==> src/rtl/arm_lsu.sv <==
// Load/store unit: turns one byte/half/word request into word-wide accesses on the
// arm_memory data port, with big-endian lanes, read-modify-write sub-word stores and faults.
module arm_lsu #(
  parameter bit          ALIGN_CHECK  = 1'b1,
  parameter bit          TEXT_PROTECT = 1'b1,
  parameter logic [31:0] TEXT_TOP     = 32'h0000_0100
) (
  input  logic        clk,
  input  logic        reset,
  input  logic        req_valid,
  output logic        req_ready,
  input  logic        req_write,
  input  logic [1:0]  req_size,
  input  logic        req_signed,
  input  logic [31:0] req_addr,
  input  logic [31:0] req_wdata,
  output logic        resp_valid,
  output logic [31:0] resp_rdata,
  output logic [1:0]  resp_fault,
  output logic [31:0] mem_addr,
  output logic [31:0] mem_data_in,
  output logic        mem_we,
  input  logic        mem_excpt,
  input  logic [31:0] mem_data_out
);

  typedef enum logic [1:0] {StIdle, StAccess, StWrite, StResp} state_e;

  localparam logic [1:0] FaultOk        = 2'b00;
  localparam logic [1:0] FaultMisalign  = 2'b01;
  localparam logic [1:0] FaultUnmapped  = 2'b10;
  localparam logic [1:0] FaultProtected = 2'b11;

  state_e      state_q, state_d;
  logic        write_q, write_d;
  logic [1:0]  size_q, size_d;
  logic        signed_q, signed_d;
  logic [31:0] addr_q, addr_d;
  logic [31:0] wdata_q, wdata_d;
  logic [31:0] merged_q, merged_d;
  logic [31:0] rdata_q, rdata_d;
  logic [1:0]  fault_q, fault_d;
  logic        misaligned;

  // Big-endian lane extraction; byte k lives in bits [31-8k -: 8].
  function automatic logic [31:0] load_lane(input logic [31:0] word, input logic [1:0] size,
                                            input logic sgn, input logic [1:0] a);
    logic [7:0]  b;
    logic [15:0] h;
    unique case (a)
      2'd0:    b = word[31:24];
      2'd1:    b = word[23:16];
      2'd2:    b = word[15:8];
      default: b = word[7:0];
    endcase
    h = a[1] ? word[15:0] : word[31:16];
    unique case (size)
      2'b00:   load_lane = {{24{sgn & b[7]}}, b};
      2'b01:   load_lane = {{16{sgn & h[15]}}, h};
      default: load_lane = word;
    endcase
  endfunction

  function automatic logic [31:0] merge_lane(input logic [31:0] word, input logic [31:0] wd,
                                             input logic [1:0] size, input logic [1:0] a);
    merge_lane = word;
    unique case (size)
      2'b00: begin
        unique case (a)
          2'd0:    merge_lane[31:24] = wd[7:0];
          2'd1:    merge_lane[23:16] = wd[7:0];
          2'd2:    merge_lane[15:8]  = wd[7:0];
          default: merge_lane[7:0]   = wd[7:0];
        endcase
      end
      2'b01: begin
        if (a[1]) merge_lane[15:0] = wd[15:0];
        else      merge_lane[31:16] = wd[15:0];
      end
      default: merge_lane = wd;
    endcase
  endfunction

  assign misaligned = ALIGN_CHECK &&
                      (((req_size == 2'b01) && req_addr[0]) ||
                       (req_size[1] && (req_addr[1:0] != 2'b00)));

  always_comb begin
    state_d  = state_q;
    write_d  = write_q;
    size_d   = size_q;
    signed_d = signed_q;
    addr_d   = addr_q;
    wdata_d  = wdata_q;
    merged_d = merged_q;
    rdata_d  = rdata_q;
    fault_d  = fault_q;
    unique case (state_q)
      StIdle: begin
        if (req_valid) begin
          write_d  = req_write;
          size_d   = req_size;
          signed_d = req_signed;
          addr_d   = req_addr;
          wdata_d  = req_wdata;
          if (misaligned) begin
            fault_d = FaultMisalign;
            if (!req_write) rdata_d = '0;
            state_d = StResp;
          end else if (TEXT_PROTECT && req_write && (req_addr < TEXT_TOP)) begin
            fault_d = FaultProtected;
            state_d = StResp;
          end else begin
            state_d = StAccess;
          end
        end
      end
      StAccess: begin
        if (mem_excpt) begin
          fault_d = FaultUnmapped;
          if (!write_q) rdata_d = '0;
          state_d = StResp;
        end else if (!write_q) begin
          fault_d = FaultOk;
          rdata_d = load_lane(mem_data_out, size_q, signed_q, addr_q[1:0]);
          state_d = StResp;
        end else begin
          merged_d = merge_lane(mem_data_out, wdata_q, size_q, addr_q[1:0]);
          state_d  = StWrite;
        end
      end
      StWrite: begin
        fault_d = FaultOk;
        state_d = StResp;
      end
      default: state_d = StIdle;
    endcase
  end

  always_ff @(posedge clk) begin
    if (reset) begin
      state_q  <= StIdle;
      write_q  <= 1'b0;
      size_q   <= 2'b00;
      signed_q <= 1'b0;
      addr_q   <= '0;
      wdata_q  <= '0;
      merged_q <= '0;
      rdata_q  <= '0;
      fault_q  <= FaultOk;
    end else begin
      state_q  <= state_d;
      write_q  <= write_d;
      size_q   <= size_d;
      signed_q <= signed_d;
      addr_q   <= addr_d;
      wdata_q  <= wdata_d;
      merged_q <= merged_d;
      rdata_q  <= rdata_d;
      fault_q  <= fault_d;
    end
  end

  // mem_we is a pure state decode, so a write already in flight commits even under reset.
  always_comb begin
    req_ready   = (state_q == StIdle) && !reset;
    resp_valid  = (state_q == StResp);
    resp_rdata  = rdata_q;
    resp_fault  = fault_q;
    mem_we      = (state_q == StWrite);
    mem_addr    = ((state_q == StAccess) || (state_q == StWrite)) ?
                  {addr_q[31:2], 2'b00} : 32'h0;
    mem_data_in = mem_we ? merged_q : 32'h0;
  end

endmodule

==> config.mk <==
export PLATFORM = sky130hd
export DESIGN_NAME = arm_lsu
export DESIGN_NICKNAME = d
export VERILOG_FILES = /design/src/rtl/arm_lsu.sv
export SDC_FILE = /design/constraint.sdc
export NUM_CORES = 1
export LEC_CHECK = 0
export BUFFER_PORTS_ARGS = -buffer_cell sky130_fd_sc_hd__buf_2
export CAP_MARGIN = 25
export CORE_MARGIN = 4
export CORE_UTILIZATION = 51
export CTS_CLUSTER_SIZE = 28
export DETAILED_ROUTE_END_ITERATION = 6
export GPL_ROUTABILITY_DRIVEN = 0
export PLACE_DENSITY_LB_ADDON = 0.15
export SYNTH_ARGS = -nofsm -noshare
export SYNTH_HDL_FRONTEND = slang
export SYNTH_SLANG_ARGS = --single-unit
==> constraint.sdc <==
create_clock -name clk -period 4.1 [get_ports clk]
set_input_delay 0 -clock clk [delete_from_list [all_inputs] [get_ports clk]]
set_output_delay 0 -clock clk [all_outputs]
set_load 0.005 [all_outputs]
==> impl_metrics.toml, run 1 <==
[hold_path]
timing.hold.worst.start = "mem_excpt"
worstHoldPathType = "in -> reg"

[worst_setup_path]
worst_ep_arrival_time_ns = 2.71
slowest_cell_on_the_critical_path = "sky130_fd_sc_hd__and2_2"
r2r-start = "state_q[1]"
start_kind = "register"
critical_path_class = "reg -> reg"
worst_path_largest_cell_delay_ns = 0.79
critical_path.endpoint_type = "register"
worst_setup_path_startpoint = "state_q[1]"
path_cells = "inv_1 -> ha_1 -> and2_2 -> buf_4 -> nand2_1 -> a21oi_1"
path_delay_family = "simple AND/OR/NAND/NOR gates"
path_buf_inv = 2
worst_ep_required_time_ns = 4.44
critPathMaxFanout = 46

[detailed_routing]
drtIter0Drc = 679
vias_per_cell = 5.569
first_pass_iters = 6
drcViolationCount = 0
finalWirelength_mm = 21.93
routed_wire_length_per_instance_um = 17.21
dr_total_vias = 7095
ant_nets = 0

[layout]
final_cells = 1274
finalInstanceArea_mm2 = 0.009047
final_nets = 1202
relative_area_change_from_synthesis_to_final_layout_pct = 39.70
fillCellCount = 954
layout_cell_share_with_drive_strength_beyond_1_pct = 22.99

[power]
totalPowerFinal_uw = 4688
power_switching_share_pct = 34.64
seq_power_share_pct = 35.4
vdd.ir_drop.worst_mv = 0.3380
share_clk_of_total_power_pct = 33.9
combinationalPowerShare_pct = 30.7
power_per_cell_area_mw_per_mm2 = 518.1
p_leak_uw = 0.003992
cell_internal_pwr_uw = 3064
switchingPower_uw = 1624

[sta]
final_min_period_over_clock_period_pct = 57.86
totalNegativeSetupSlack_ns = 0
setup-violations-final = 0
relSlewSlack_pct = 35.74
finalWorstPathRequiredPeriod_ns = 2.372
report.final.hold_viol_count = 0
holdWs_ns = 0.01578
max_clock_freq_ghz = 0.4216
worst_pin_slew_ns = 0.9639
final_setup_skew_ns = 0.008129
report.final.slew_viol_count = 0
unrepaired_setup_endpoints_after_global_routing = "no"

[cts]
cts_tree = "yes"
cts-root-buf = "sky130_fd_sc_hd__clkbuf_16"
clkSinkCount = 136
clock_latency_ns = 0.42
clkSlewWorstSetupHoldPaths_ns = 0.06
cts_setup_buffers = 0
cts.hold.buffers_added = 96
clock_tree.htree_level_count = 4
cts_buf_count = 17
clock_path_buffers = 2
postCtsResizedCells = 0

[yosys]
synth.lib_cells_used.distinct = 53
count_of_flip_flops_with_a_built_in_enable_after_synthesis = 0
post_synth_most_frequent_cells = "sky130_fd_sc_hd__nand2_1, sky130_fd_sc_hd__dfxtp_1, sky130_fd_sc_hd__a21oi_1, sky130_fd_sc_hd__and2_1, sky130_fd_sc_hd__clkbuf_1"
synth_simple_gate_area_share_pct = 24.50
xor_xnor_fraction_of_synth_area_pct = 0
netlist_top_cells_area = "sky130_fd_sc_hd__dfxtp_1, sky130_fd_sc_hd__nand2_1, sky130_fd_sc_hd__a21oi_1, sky130_fd_sc_hd__and2_1, sky130_fd_sc_hd__mux2i_1"
synth.cell_area_mm2 = 0.006476
synth.ff_latch_count = 136
yosys.area.top_type = "sky130_fd_sc_hd__dfxtp_1"
async_reset_ff_share_pct = 0
postSynthCellCount = 839
main_combinational_cell_family_by_area_after_synthesis = "simple AND/OR/NAND/NOR gates"
yosys_warn_count = 0
synth.yosys.seq_area_share_pct = 42.04
synthMuxAreaShare_pct = 3.130
synth-compound-area-share_pct = 23.98
synth-adder-area-share_pct = 0.7728
syn_avg_cell_area_um2 = 7.719
ys_dominant_reg_cell = "sky130_fd_sc_hd__dfxtp_1"
synth.top_cell.area_share_pct = 42.04
yosysMostFrequentCell = "sky130_fd_sc_hd__nand2_1"

[die]
ioPinCount = 205
total_die_area_mm2 = 0.01456
standard_cell_core_area_mm2 = 0.01221
start_util_pct = 53.03
fp.dieH_um = 120.7
fp-row-count = 40
die-width_um = 120.7

[placement]
io_buffers = 202
dp.cells = 1147
placed_cell_area_mm2 = 0.007471
dpl.hpwl_mm = 13.90

[grt]
grt_first_pass_wirelength_mm = 34.34
overflow = 0
grt_max_degree = 67
grt_usage_pct = 29.61
first_global_vias = 6746
antenna_found_initial = 1

[run]
max-cap-violations = 0

[status]
run_status = "completed"
==> flip-flops by register name, summed over array words and instances (netlist names) <==
| signal | count |
|---|---|
| resp_rdata | 32 |
| resp_fault | 2 |
| signed_q | 1 |
| size_q | 2 |
| write_q | 1 |
| merged_q | 32 |
| addr_q | 32 |
| state_q | 2 |
| wdata_q | 32 |
==> worst paths after layout <==
check / endpoint / slack (ns) / depth (start not counted)
hold reg to reg: resp_rdata[16] / 0.45 / 2
setup reg to reg: wdata_q[14] / 1.73 / 6
hold / removal: resp_fault[1] / 0.02 / 5
setup / recovery: wdata_q[14] / 1.73 / 6
==> final cells by class <==
type	count	area, um^2	area share (%)
clock buffers	22	494.2	5.463
multi-input cells	620	3416	37.75
well taps	168	210.2	2.323
repair buffers	306	2034	22.49
diodes	1	2.502	0.02766
inverters	13	48.80	0.5393
clock inverters	8	118.9	1.314
flip-flops and latches	136	2723	30.09
==> cell families (layout without fill, tap and decap cells) <==
group / after synthesis / after routing
other: 1 / 3
adders and majority gates: 4 / 4
and+or+nand+nor: 345 / 345
AOI/OAI and AO/OA: 249 / 249
muxes: 20 / 20
DFF: 136 / 136
buffers and inverters: 84 / 349
==> worst register-to-register path, cell delays in order, from the launching register on <==
cell	delay [ns]
sky130_fd_sc_hd__dfxtp_1	0.34
sky130_fd_sc_hd__inv_1	0.10
sky130_fd_sc_hd__ha_1	0.39
sky130_fd_sc_hd__and2_2	0.79
sky130_fd_sc_hd__buf_4	0.40
sky130_fd_sc_hd__nand2_1	0.11
sky130_fd_sc_hd__a21oi_1	0.16
==> metrics by stage <==
stage               util [%]  setup WS [ns]
floorplan                  -          2.453
global placement       61.18          1.845
detailed placement     61.18          1.795
CTS                    74.07          1.779
global route           74.09          1.527
finish                 74.09          1.728
==> power groups by stage <==
stage          logic, uW  registers, uW  clock network (uW)
2_1_floorplan       1010           1600                   0
3_3_place_gp        1330           1670                   0
3_5_place_dp        1340           1680                   0
4_1_cts             1420           1650                1590
5_1_grt             1600           1670                1650
6_report            1440           1660                1590
==> cell usage in the layout (no fill, tap or decap), drive strengths merged, types with 2 or more instances in the layout <==
cell         count
a211o            7
a211oi          18
a21oi          126
a221o            6
a221oi           4
a22o             7
a22oi            9
a311oi           2
a31oi            2
a32oi            3
and2            70
and3             3
buf            210
bufinv           3
clkbuf          22
clkinv           6
conb             2
dfxtp          136
dlygate4sd3     96
ha               4
inv             12
mux2             2
mux2i           18
nand2          194
nand2b           3
nand3            2
nand3b           8
nor2            38
nor2b            4
nor3            14
nor4             4
nor4b            2
o211ai          16
o21ai           38
o221ai           6
==> per-layer routing <==
| metal | vias up | share of wire [%] | track usage (%) |
|---|---|---|---|
| met5 | - | 0 | 0 |
| met4 | 0 | 3.4 | 11.47 |
| met3 | 60 | 8.8 | 7.156 |
| met2 | 367 | 45 | 46.70 |
| met1 | 3265 | 42 | 39.21 |
| li1 | 3403 | - | - |
(Power assumes the default switching activity.)
==> run 2: changes to the inputs <==
CORE_UTILIZATION = 46   (was 51)
clock period = 2.1 ns   (was 4.1 ns; I/O delays follow)
==> impl_metrics.toml, run 2 (synthesis results as in run 1) <==
[grt]
overflow = 0
grt_max_degree = 63
grt_first_pass_wirelength_mm = 34.35
grt_usage_pct = 26.91
grt.met2_usage_pct = 41.00
antenna_found_initial = 0
grt_util_met1_pct = 36.67
grt.met3_usage_pct = 6.779
first_global_vias = 6553
gr-max-usage-layer = "met2"

[die]
die-width_um = 126.7
ioPinCount = 205
fp-row-count = 43
start_util_pct = 46.84
standard_cell_core_area_mm2 = 0.01383
total_die_area_mm2 = 0.01604
fp.dieH_um = 126.7

[power]
power_per_cell_area_mw_per_mm2 = 1006
vdd.ir_drop.worst_mv = 0.8823
p_leak_uw = 0.004074

[detailed_routing]
first_pass_iters = 5
dr_total_vias = 7019
drcViolationCount = 0
drtIter0Drc = 702
routed_wire_length_per_instance_um = 16.95
finalWirelength_mm = 22.14
vias_per_cell = 5.374
ant_nets = 0

[layout]
final_nets = 1221
sequential_cell_area_mm2 = 0.002723
antenna_cells = 0
layout.cells.most_common = "sky130_fd_sc_hd__buf_2"
multi_input_comb_area_mm2 = 0.003418
layout_cell_share_with_drive_strength_beyond_1_pct = 24.07
relative_area_change_from_synthesis_to_final_layout_pct = 42.58
final_cell_mix = "sky130_fd_sc_hd__buf_2, sky130_fd_sc_hd__nand2_1, sky130_fd_sc_hd__dfxtp_1"
finished_core_util_pct = 66.78
fillCellCount = 1214

[sta]
report.final.hold_viol_count = 0
finalWorstPathRequiredPeriod_ns = 1.921
unrepaired_setup_endpoints_after_global_routing = "no"
final_min_period_over_clock_period_pct = 91.49
final_setup_skew_ns = 0.006796
totalNegativeSetupSlack_ns = 0
max_clock_freq_ghz = 0.5205
report.final.slew_viol_count = 0
relSlewSlack_pct = 36.88
setup-violations-final = 0
worst_pin_slew_ns = 0.9449

[status]
run_status = "completed"

[cts]
clock_path_buffers = 2
clkSinkCount = 136
cts-root-buf = "sky130_fd_sc_hd__clkbuf_16"
cts_tree = "yes"
cts_buf_count = 17
clock_tree.htree_level_count = 4
clock_latency_ns = 0.42
clkSlewWorstSetupHoldPaths_ns = 0.06

[worst_setup_path]
critical_path.endpoint_type = "register"
worst_ep_arrival_time_ns = 2.21
reg2reg_depth = 5
path_cells = "o21bai_1 -> mux2i_1 -> nand2_1 -> o211ai_1 -> a21oi_1"
critPathMaxFanout = 13
critical_path_class = "reg -> reg"
slowest_cell_on_the_critical_path = "sky130_fd_sc_hd__o21bai_1"
worst_path_largest_cell_delay_ns = 0.80
start_kind = "register"
worst_ep_required_time_ns = 2.39

[hold_path]
worstHoldPathType = "in -> reg"
worst_hold_path.num_cells = 3

[placement]
io_buffers = 202
dpl.hpwl_mm = 14.97

[run]
max-cap-violations = 0
## run 2: layout make-up
cell class              count  share of cell area (%)
clock buffers              20                   4.837
clock inverters            12                   1.626
inverters                  13                  0.5285
multi-input cells         620                   37.02
flip-flops and latches    136                   29.49
well taps                 180                   2.439
repair buffers            325                   24.07
## run 2: power breakdown
group / internal [uW] / switching, uW / total, uW
combinational: 1240 / 1810 / 3050
sequential: 2920 / 300 / 3220
clock: 1890 / 1130 / 3020
## run 2: critical path: cells and delay by family (launching register included)
| family | cells | cell delay [ns] |
|---|---|---|
| flops | 1 | 0.43 |
| compound gates | 3 | 1.00 |
| mux | 1 | 0.28 |
| simple gates | 1 | 0.08 |
## run 2: worst paths after layout
check                        end  slack (ns)              from
hold reg to reg   resp_rdata[31]        0.45    resp_rdata[31]
hold / removal    resp_rdata[18]       0.007  mem_data_out[18]
setup reg to reg    merged_q[17]        0.18         addr_q[0]
setup / recovery    merged_q[17]        0.18         addr_q[0]
## run 2: stage by stage
| step | area, um^2 | power [uW] | instances | hold slack [ns] | worst slack [ns] |
|---|---|---|---|---|---|
| final | 9234 | 9288 | 1306 | 0.006727 | 0.1787 |
| after global routing | 9234 | 9796 | 1306 | 0.02238 | 0.01698 |
| after CTS | 9231 | 9285 | 1306 | 0.0002449 | 0.1032 |
| after detailed placement | 7644 | 6115 | 1175 | 0.2455 | 0.2462 |
| after global placement | 7644 | 6101 | 1175 | 0.2431 | 0.2626 |
| after floorplan | 6480 | 5094 | 840 | 0.1360 | 0.4528 |
## run 2: routing by layer
| layer | vias to the layer above | share of wire [%] |
|---|---|---|
| met5 | - | 0 |
| met4 | 0 | 2.9 |
| met3 | 51 | 7.4 |
| met2 | 287 | 45 |
| met1 | 3244 | 45 |
| li1 | 3437 | - |
## run 2: timing repair
item                                    CTS  global route
resized for setup                         0             1
endpoints found under the setup margin    0            13
endpoints found under the hold margin   109             0
buffers inserted                          0             0
hold buffers                             99             0
